[src/rtl/oob_device_controller.sv]
// rtl/oob_device_controller.sv - device-side SATA OOB responder (COMINIT/COMWAKE/ALIGN/SYNC)
module oob_device_controller #(
    parameter logic [31:0] SEND_TIMEOUT       = 32'h000000A2,
    parameter logic [31:0] WAKE_TIMEOUT       = 32'h000203AD,
    parameter logic [31:0] ALIGN_TIMEOUT      = 32'h000203AD,
    parameter logic [1:0]  ALIGN_DETECT_COUNT = 2'd3
) (
    input  logic        clk,
    input  logic        rst,
    input  logic        platform_ready,
    input  logic        comm_reset_detect,
    input  logic        comm_wake_detect,
    input  logic        tx_oob_complete,
    input  logic [31:0] rx_din,
    input  logic [3:0]  rx_is_k,
    input  logic        rx_is_elec_idle,
    input  logic        phy_error,
    output logic        linkup,
    output logic        platform_error,
    output logic        tx_comm_init,
    output logic        tx_comm_wake,
    output logic [31:0] tx_dout,
    output logic        tx_is_k,
    output logic        tx_set_elec_idle,
    output logic [3:0]  lax_state
);

    localparam logic [3:0] ST_IDLE          = 4'd0;
    localparam logic [3:0] ST_WAIT_NO_RESET = 4'd1;
    localparam logic [3:0] ST_SEND_INIT     = 4'd2;
    localparam logic [3:0] ST_WAIT_WAKE     = 4'd3;
    localparam logic [3:0] ST_WAIT_NO_WAKE  = 4'd4;
    localparam logic [3:0] ST_SEND_WAKE     = 4'd5;
    localparam logic [3:0] ST_SEND_ALIGN    = 4'd6;
    localparam logic [3:0] ST_SEND_SYNC     = 4'd7;
    localparam logic [3:0] ST_READY         = 4'd8;

    localparam logic [31:0] PRIM_ALIGN = 32'h7B4A4ABC;
    localparam logic [31:0] PRIM_SYNC  = 32'hB5B5957C;

    // Count value at which the next qualifying ALIGN completes the lock run
    localparam logic [1:0] ALIGN_LAST = ALIGN_DETECT_COUNT - 2'd1;

    logic [3:0]  state;
    logic [3:0]  next_state;
    logic [31:0] timer;
    logic        timer_load;
    logic [31:0] timer_load_val;
    logic [1:0]  align_cnt;
    logic [1:0]  align_cnt_next;
    logic        timeout;
    logic        align_det;
    logic        sync_det;
    logic        force_reset;

    logic        linkup_d;
    logic        platform_error_d;
    logic        tx_comm_init_d;
    logic        tx_comm_wake_d;
    logic [31:0] tx_dout_d;
    logic        tx_is_k_d;
    logic        tx_set_elec_idle_d;

    // Electrical-idle status is informational only; the handshake does not use it
    logic        unused_rx_elec_idle;
    assign unused_rx_elec_idle = rx_is_elec_idle;

    assign timeout     = (timer == 32'd0);
    assign align_det   = (rx_is_k != 4'd0) && (rx_din == PRIM_ALIGN) && !phy_error;
    assign sync_det    = (rx_is_k != 4'd0) && (rx_din == PRIM_SYNC);
    // A host COMRESET restarts the handshake from anywhere past the reset wait
    assign force_reset = comm_reset_detect && (state != ST_IDLE) && (state != ST_WAIT_NO_RESET);
    assign lax_state   = state;

    // State, timer, ALIGN run counter and registered outputs
    always_ff @(posedge clk) begin
        if (rst) begin
            state            <= ST_IDLE;
            timer            <= 32'd0;
            align_cnt        <= 2'd0;
            linkup           <= 1'b0;
            platform_error   <= 1'b0;
            tx_comm_init     <= 1'b0;
            tx_comm_wake     <= 1'b0;
            tx_dout          <= 32'd0;
            tx_is_k          <= 1'b0;
            tx_set_elec_idle <= 1'b1;
        end else begin
            state     <= next_state;
            align_cnt <= align_cnt_next;
            if (timer_load) begin
                timer <= timer_load_val;
            end else if (timer != 32'd0) begin
                timer <= timer - 32'd1;
            end
            linkup           <= linkup_d;
            platform_error   <= platform_error_d;
            tx_comm_init     <= tx_comm_init_d;
            tx_comm_wake     <= tx_comm_wake_d;
            tx_dout          <= tx_dout_d;
            tx_is_k          <= tx_is_k_d;
            tx_set_elec_idle <= tx_set_elec_idle_d;
        end
    end

    // Next-state selection with timer loads and ALIGN run tracking
    always_comb begin
        next_state     = state;
        timer_load     = 1'b0;
        timer_load_val = 32'd0;
        align_cnt_next = align_cnt;
        if (force_reset) begin
            next_state = ST_WAIT_NO_RESET;
        end else if (!platform_ready && (state != ST_IDLE)) begin
            next_state = ST_IDLE;
        end else begin
            case (state)
                ST_IDLE: begin
                    if (platform_ready && comm_reset_detect) begin
                        next_state = ST_WAIT_NO_RESET;
                    end
                end
                ST_WAIT_NO_RESET: begin
                    if (!comm_reset_detect) begin
                        next_state     = ST_SEND_INIT;
                        timer_load     = 1'b1;
                        timer_load_val = SEND_TIMEOUT;
                    end
                end
                ST_SEND_INIT: begin
                    if (timeout || tx_oob_complete) begin
                        next_state     = ST_WAIT_WAKE;
                        timer_load     = 1'b1;
                        timer_load_val = WAKE_TIMEOUT;
                    end
                end
                ST_WAIT_WAKE: begin
                    if (comm_wake_detect) begin
                        next_state = ST_WAIT_NO_WAKE;
                    end else if (timeout) begin
                        next_state     = ST_SEND_INIT;
                        timer_load     = 1'b1;
                        timer_load_val = SEND_TIMEOUT;
                    end
                end
                ST_WAIT_NO_WAKE: begin
                    if (!comm_wake_detect) begin
                        next_state     = ST_SEND_WAKE;
                        timer_load     = 1'b1;
                        timer_load_val = SEND_TIMEOUT;
                    end
                end
                ST_SEND_WAKE: begin
                    if (timeout || tx_oob_complete) begin
                        next_state     = ST_SEND_ALIGN;
                        timer_load     = 1'b1;
                        timer_load_val = ALIGN_TIMEOUT;
                        align_cnt_next = 2'd0;
                    end
                end
                ST_SEND_ALIGN: begin
                    align_cnt_next = align_det ? (align_cnt + 2'd1) : 2'd0;
                    if (align_det && (align_cnt == ALIGN_LAST)) begin
                        next_state     = ST_SEND_SYNC;
                        timer_load     = 1'b1;
                        timer_load_val = ALIGN_TIMEOUT;
                    end else if (timeout) begin
                        next_state = ST_IDLE;
                    end
                end
                ST_SEND_SYNC: begin
                    if (sync_det) begin
                        next_state = ST_READY;
                    end else if (timeout) begin
                        next_state = ST_IDLE;
                    end
                end
                ST_READY: begin
                    next_state = ST_READY;
                end
                default: begin
                    next_state = ST_IDLE;
                end
            endcase
        end
    end

    // Output values registered on the next edge, derived from the current state
    always_comb begin
        linkup_d           = linkup;
        platform_error_d   = platform_error;
        tx_comm_init_d     = 1'b0;
        tx_comm_wake_d     = 1'b0;
        tx_dout_d          = tx_dout;
        tx_is_k_d          = 1'b0;
        tx_set_elec_idle_d = tx_set_elec_idle;
        case (state)
            ST_IDLE: begin
                tx_set_elec_idle_d = 1'b1;
                linkup_d           = 1'b0;
                platform_error_d   = 1'b0;
            end
            ST_SEND_INIT: begin
                // Dropped on the very edge that leaves SEND_INIT
                tx_comm_init_d = (next_state == ST_SEND_INIT);
            end
            ST_SEND_WAKE: begin
                tx_comm_wake_d = (next_state == ST_SEND_WAKE);
            end
            ST_SEND_ALIGN: begin
                tx_set_elec_idle_d = 1'b0;
                tx_dout_d          = PRIM_ALIGN;
                tx_is_k_d          = 1'b1;
            end
            ST_SEND_SYNC: begin
                tx_dout_d = PRIM_SYNC;
                tx_is_k_d = 1'b1;
            end
            ST_READY: begin
                linkup_d  = 1'b1;
                tx_dout_d = PRIM_SYNC;
                tx_is_k_d = 1'b1;
                if (phy_error) begin
                    platform_error_d = 1'b1;
                end
            end
            default: begin
                tx_is_k_d = 1'b0;
            end
        endcase
        if (force_reset) begin
            linkup_d           = 1'b0;
            tx_set_elec_idle_d = 1'b1;
            tx_comm_init_d     = 1'b0;
            tx_comm_wake_d     = 1'b0;
            tx_is_k_d          = 1'b0;
        end
    end

endmodule

[config.mk]
export PLATFORM = sky130hd
export DESIGN_NAME = oob_device_controller
export DESIGN_NICKNAME = d
export VERILOG_FILES = /design/src/rtl/oob_device_controller.sv
export SDC_FILE = /design/constraint.sdc
export NUM_CORES = 1
export LEC_CHECK = 0
export BUFFER_PORTS_ARGS = -buffer_cell sky130_fd_sc_hd__buf_2
export CAP_MARGIN = 0
export CORE_ASPECT_RATIO = 0.7
export CORE_MARGIN = 2
export CORE_UTILIZATION = 51
export DETAILED_ROUTE_END_ITERATION = 7
export PLACE_DENSITY_LB_ADDON = 0.1
export SLEW_MARGIN = 0
export SYNTH_ARGS = -nofsm -noshare
export SYNTH_HDL_FRONTEND = slang
export SYNTH_SLANG_ARGS = --single-unit
[constraint.sdc]
create_clock -name clk -period 5.1 [get_ports clk]
set_clock_uncertainty 0.15 [all_clocks]
set_input_delay 0.51 -clock clk [delete_from_list [all_inputs] [get_ports clk]]
set_output_delay 0.51 -clock clk [all_outputs]
set_load 0.005 [all_outputs]
==> key figures <==
Drt
  – Vias/cell: 5.568
  – Post-DR wirelength/cell: 13.56 um
  – DR iter-0 viols: 211
  – DR vias: 2667
  – DRT Wirelength: 6497 um
  – Drt pass-1 iters: 4
  – Residual DRC count: 0
  – ANT nets after route: 0

Layout
  – Final core utilization: 59.65%
  – Fill cell total of the finished layout: 521
  – Ant diodes: 0
  – Layout cells sized above 1: 24.82%
  – Area delta synth->final: 10.02%
  – Nets@finish: 454
  – Final instance area: 3202 um^2

Setup path
  – Critical Path AT: 3.41 ns
  – Worst-path cell chain: or4_4 > or4_1 > nor4_1 > a21oi_2 > nand3b_2 > nor2_1
  – CP peak stage delay: 0.75 ns
  – Slowest-stage cell, CP: nor4_1
  – WS Path Type: reg -> reg
  – CP Data Required Time: 5.12 ns
  – Crit end category: flop
  – Max Fanout on Critical Path: 23
  – Type of origin of the critical path: flop

CTS
  – Clk buf depth: 2
  – Cts repair resizes: 0
  – Number of hold buffers added after CTS: 0
  – TritonCTS Buffers: 5
  – Clock transition at path regs: 0.09 ns
  – Post-CTS setup repair buffer count: 0
  – Clock Sinks: 47
  – Root Buffer: clkbuf_8
  – CTS tree: built
  – # H-tree levels: 2
  – Skew-Pair Late Insertion Delay: 0.30 ns

Synth
  – Fraction of registers with async set/reset: 0%
  – Synth Flop Type: dfxtp_1
  – Cells after synthesis: 363
  – Most frequent cell after synthesis: nor2_1
  – Yosys top cell area share: 32.33%
  – Synth cell types: 48
  – Mapped cell area: 2910 um^2
  – Flops & latches, synth: 47
  – Synth warnings: 0
  – Most frequent cells after synthesis: nor2_1 (53), dfxtp_1 (47), buf_4 (29)
  – Mean Syn Cell Area: 8.017 um^2
  – Most area-consuming cells after synthesis: dfxtp_1 (32%), xnor2_1 (7.5%), buf_4 (7.5%)
  – EDFF count, synth: 0
  – Synth area leader: dfxtp_1
  – Post-synthesis sequential area ratio: 32.33%

Pwr
  – Overall power: 1.870 mW
  – Register share of total power: 32.6%
  – Clock power share: 12.3%
  – Comb pwr share: 55.2%
  – Lkg Pwr: 1.329 nW
  – VDD IR-drop max: 257.7 uV
  – Power per cell area: 584.0 nW/um^2
  – Power Internal: 1.044 mW
  – Switch share: 44.15%
  – Psw: 825.6 uW

Global routing
  – Grt total ovfl: 0
  – Pin count of the biggest net entering global routing: 24
  – First-pass GRT wire length: 10870 um
  – Initial antenna violation count: 0
  – Vias in the first global route: 2337
  – Global Route Usage Sum: 21.69%

Timing
  – Period minus WS final: 3.382 ns
  – Max transition margin: 41.57%
  – Setup Viol. Count Final: 0
  – Hold Violations, Final: 0
  – Final period util: 66.32%
  – Post-Route Setup TNS: 0 ns
  – RSZ-0062 raised after global routing: no
  – Worst Tran Pin Value: 0.8684 ns
  – Min Hold Slack: 0.3192 ns
  – Max Freq: 295.7 MHz
  – Slew Limit Fails: 0

Flow run
  – Max cap viols: 0

Min path
  – Hold/Removal Path Class: reg -> reg

Die
  – Die ar.: 6336 um^2
  – Starting density of the core: 54.22%
  – Die Ht: 67.20 um
  – Chip Width: 94.29 um
  – CORE AREA: 5368 um^2
  – Io pins: 86
  – # rows: 22

Placed design
  – DP HPWL: 4925 um
  – GP Congestion: 0.9200
  – Area after DPL: 3114 um^2
  – Number of I/O port buffers: 81

Run status
  – Status: finished clean
power groups by stage:
stage / sequential [mW] / combinational, mW / clock, mW
detailed placement: 0.616 / 1.03 / 0
floorplan: 0.577 / 0.884 / 0
global placement: 0.610 / 1.01 / 0
CTS: 0.608 / 1.03 / 0.233
finish: 0.609 / 1.03 / 0.229
global route: 0.631 / 1.16 / 0.246
critical path, delay by kind of cell (launching register included):
kind / cells / cell delay, ns
flip-flops: 1 / 0.36
AO/OA/AOI/OAI: 1 / 0.27
AND/OR/NAND/NOR: 5 / 2.46
registers in the layout, summed over array words and instances, names as in the netlist:
name / flops
platform_error: 1
align_cnt: 2
tx_is_k: 1
linkup: 1
timer: 32
tx_comm_init: 1
tx_dout: 3
tx_comm_wake: 1
lax_state: 4
tx_set_elec_idle: 1
area by class of cell:
| cell class | instances | area, um^2 | area share (%) |
|---|---|---|---|
| Clock buffer | 6 | 82.58 | 2.579 |
| Clock inverter | 1 | 5.005 | 0.1563 |
| Inverter | 9 | 33.78 | 1.055 |
| Multi-Input combinational cell | 261 | 1629 | 50.88 |
| Sequential cell | 47 | 940.9 | 29.39 |
| Tap cell | 72 | 90.09 | 2.814 |
| Timing Repair Buffer | 83 | 420.4 | 13.13 |
cell usage in the layout, fill, tap and decap left out, types with 3 or more instances in the layout:
master | synthesis | routed
or2_2 | 3 | 3
dfxtp_1 | 47 | 47
inv_1 | 9 | 9
nand4_1 | 3 | 3
conb_1 | 1 | 3
nand2b_1 | 3 | 3
or4_1 | 11 | 11
a211oi_1 | 4 | 4
nor4b_1 | 3 | 3
nand2_1 | 20 | 20
a21oi_1 | 22 | 22
nor4bb_1 | 8 | 8
or3_1 | 9 | 9
o21ai_0 | 6 | 6
buf_2 | 2 | 81
or4_4 | 3 | 3
nor4_1 | 20 | 20
o22ai_1 | 3 | 3
nor3_1 | 21 | 21
nand4b_1 | 3 | 3
nand3_1 | 8 | 8
nor2_1 | 53 | 53
xnor2_1 | 25 | 25
clkbuf_8 | 0 | 6
ha_1 | 3 | 3
logic make-up after synthesis:
group / after synthesis / share of synthesized area [%]
AND/OR/NAND/NOR: 178 / 34.05
XOR/XNOR: 27 / 8.126
adder cells (fa/ha/maj): 3 / 1.290
flip-flops: 47 / 32.33
other: 1 / 0.1289
AO/OA/AOI/OAI: 50 / 12.12
buffers and inverters: 57 / 11.95
metal layers:
| metal | global-route usage (%) | vias up | wire length, um |
|---|---|---|---|
| met5 | 0 | - | 0 |
| met4 | 5.978 | 0 | 70 |
| met3 | 4.241 | 7 | 445 |
| met2 | 32.86 | 97 | 2686 |
| met1 | 31.59 | 1200 | 3295 |
| li1 | - | 1363 | - |
through the flow:
stage,worst slack [ns],instances
2_1_floorplan,2.262,365
3_3_place_gp,1.730,472
3_5_place_dp,1.707,472
4_1_cts,1.691,479
5_1_grt,1.445,479
6_report,1.718,479
worst paths after layout:
check        startpoint        end  slack, ns  depth (start not counted)
max           timer[12]  timer[26]       1.72                          6
min              linkup     linkup       0.32                          2
max reg2reg   timer[12]  timer[26]       1.72                          6
min reg2reg      linkup     linkup       0.32                          2
No activity file was read; power rests on OpenSTA's default activity.
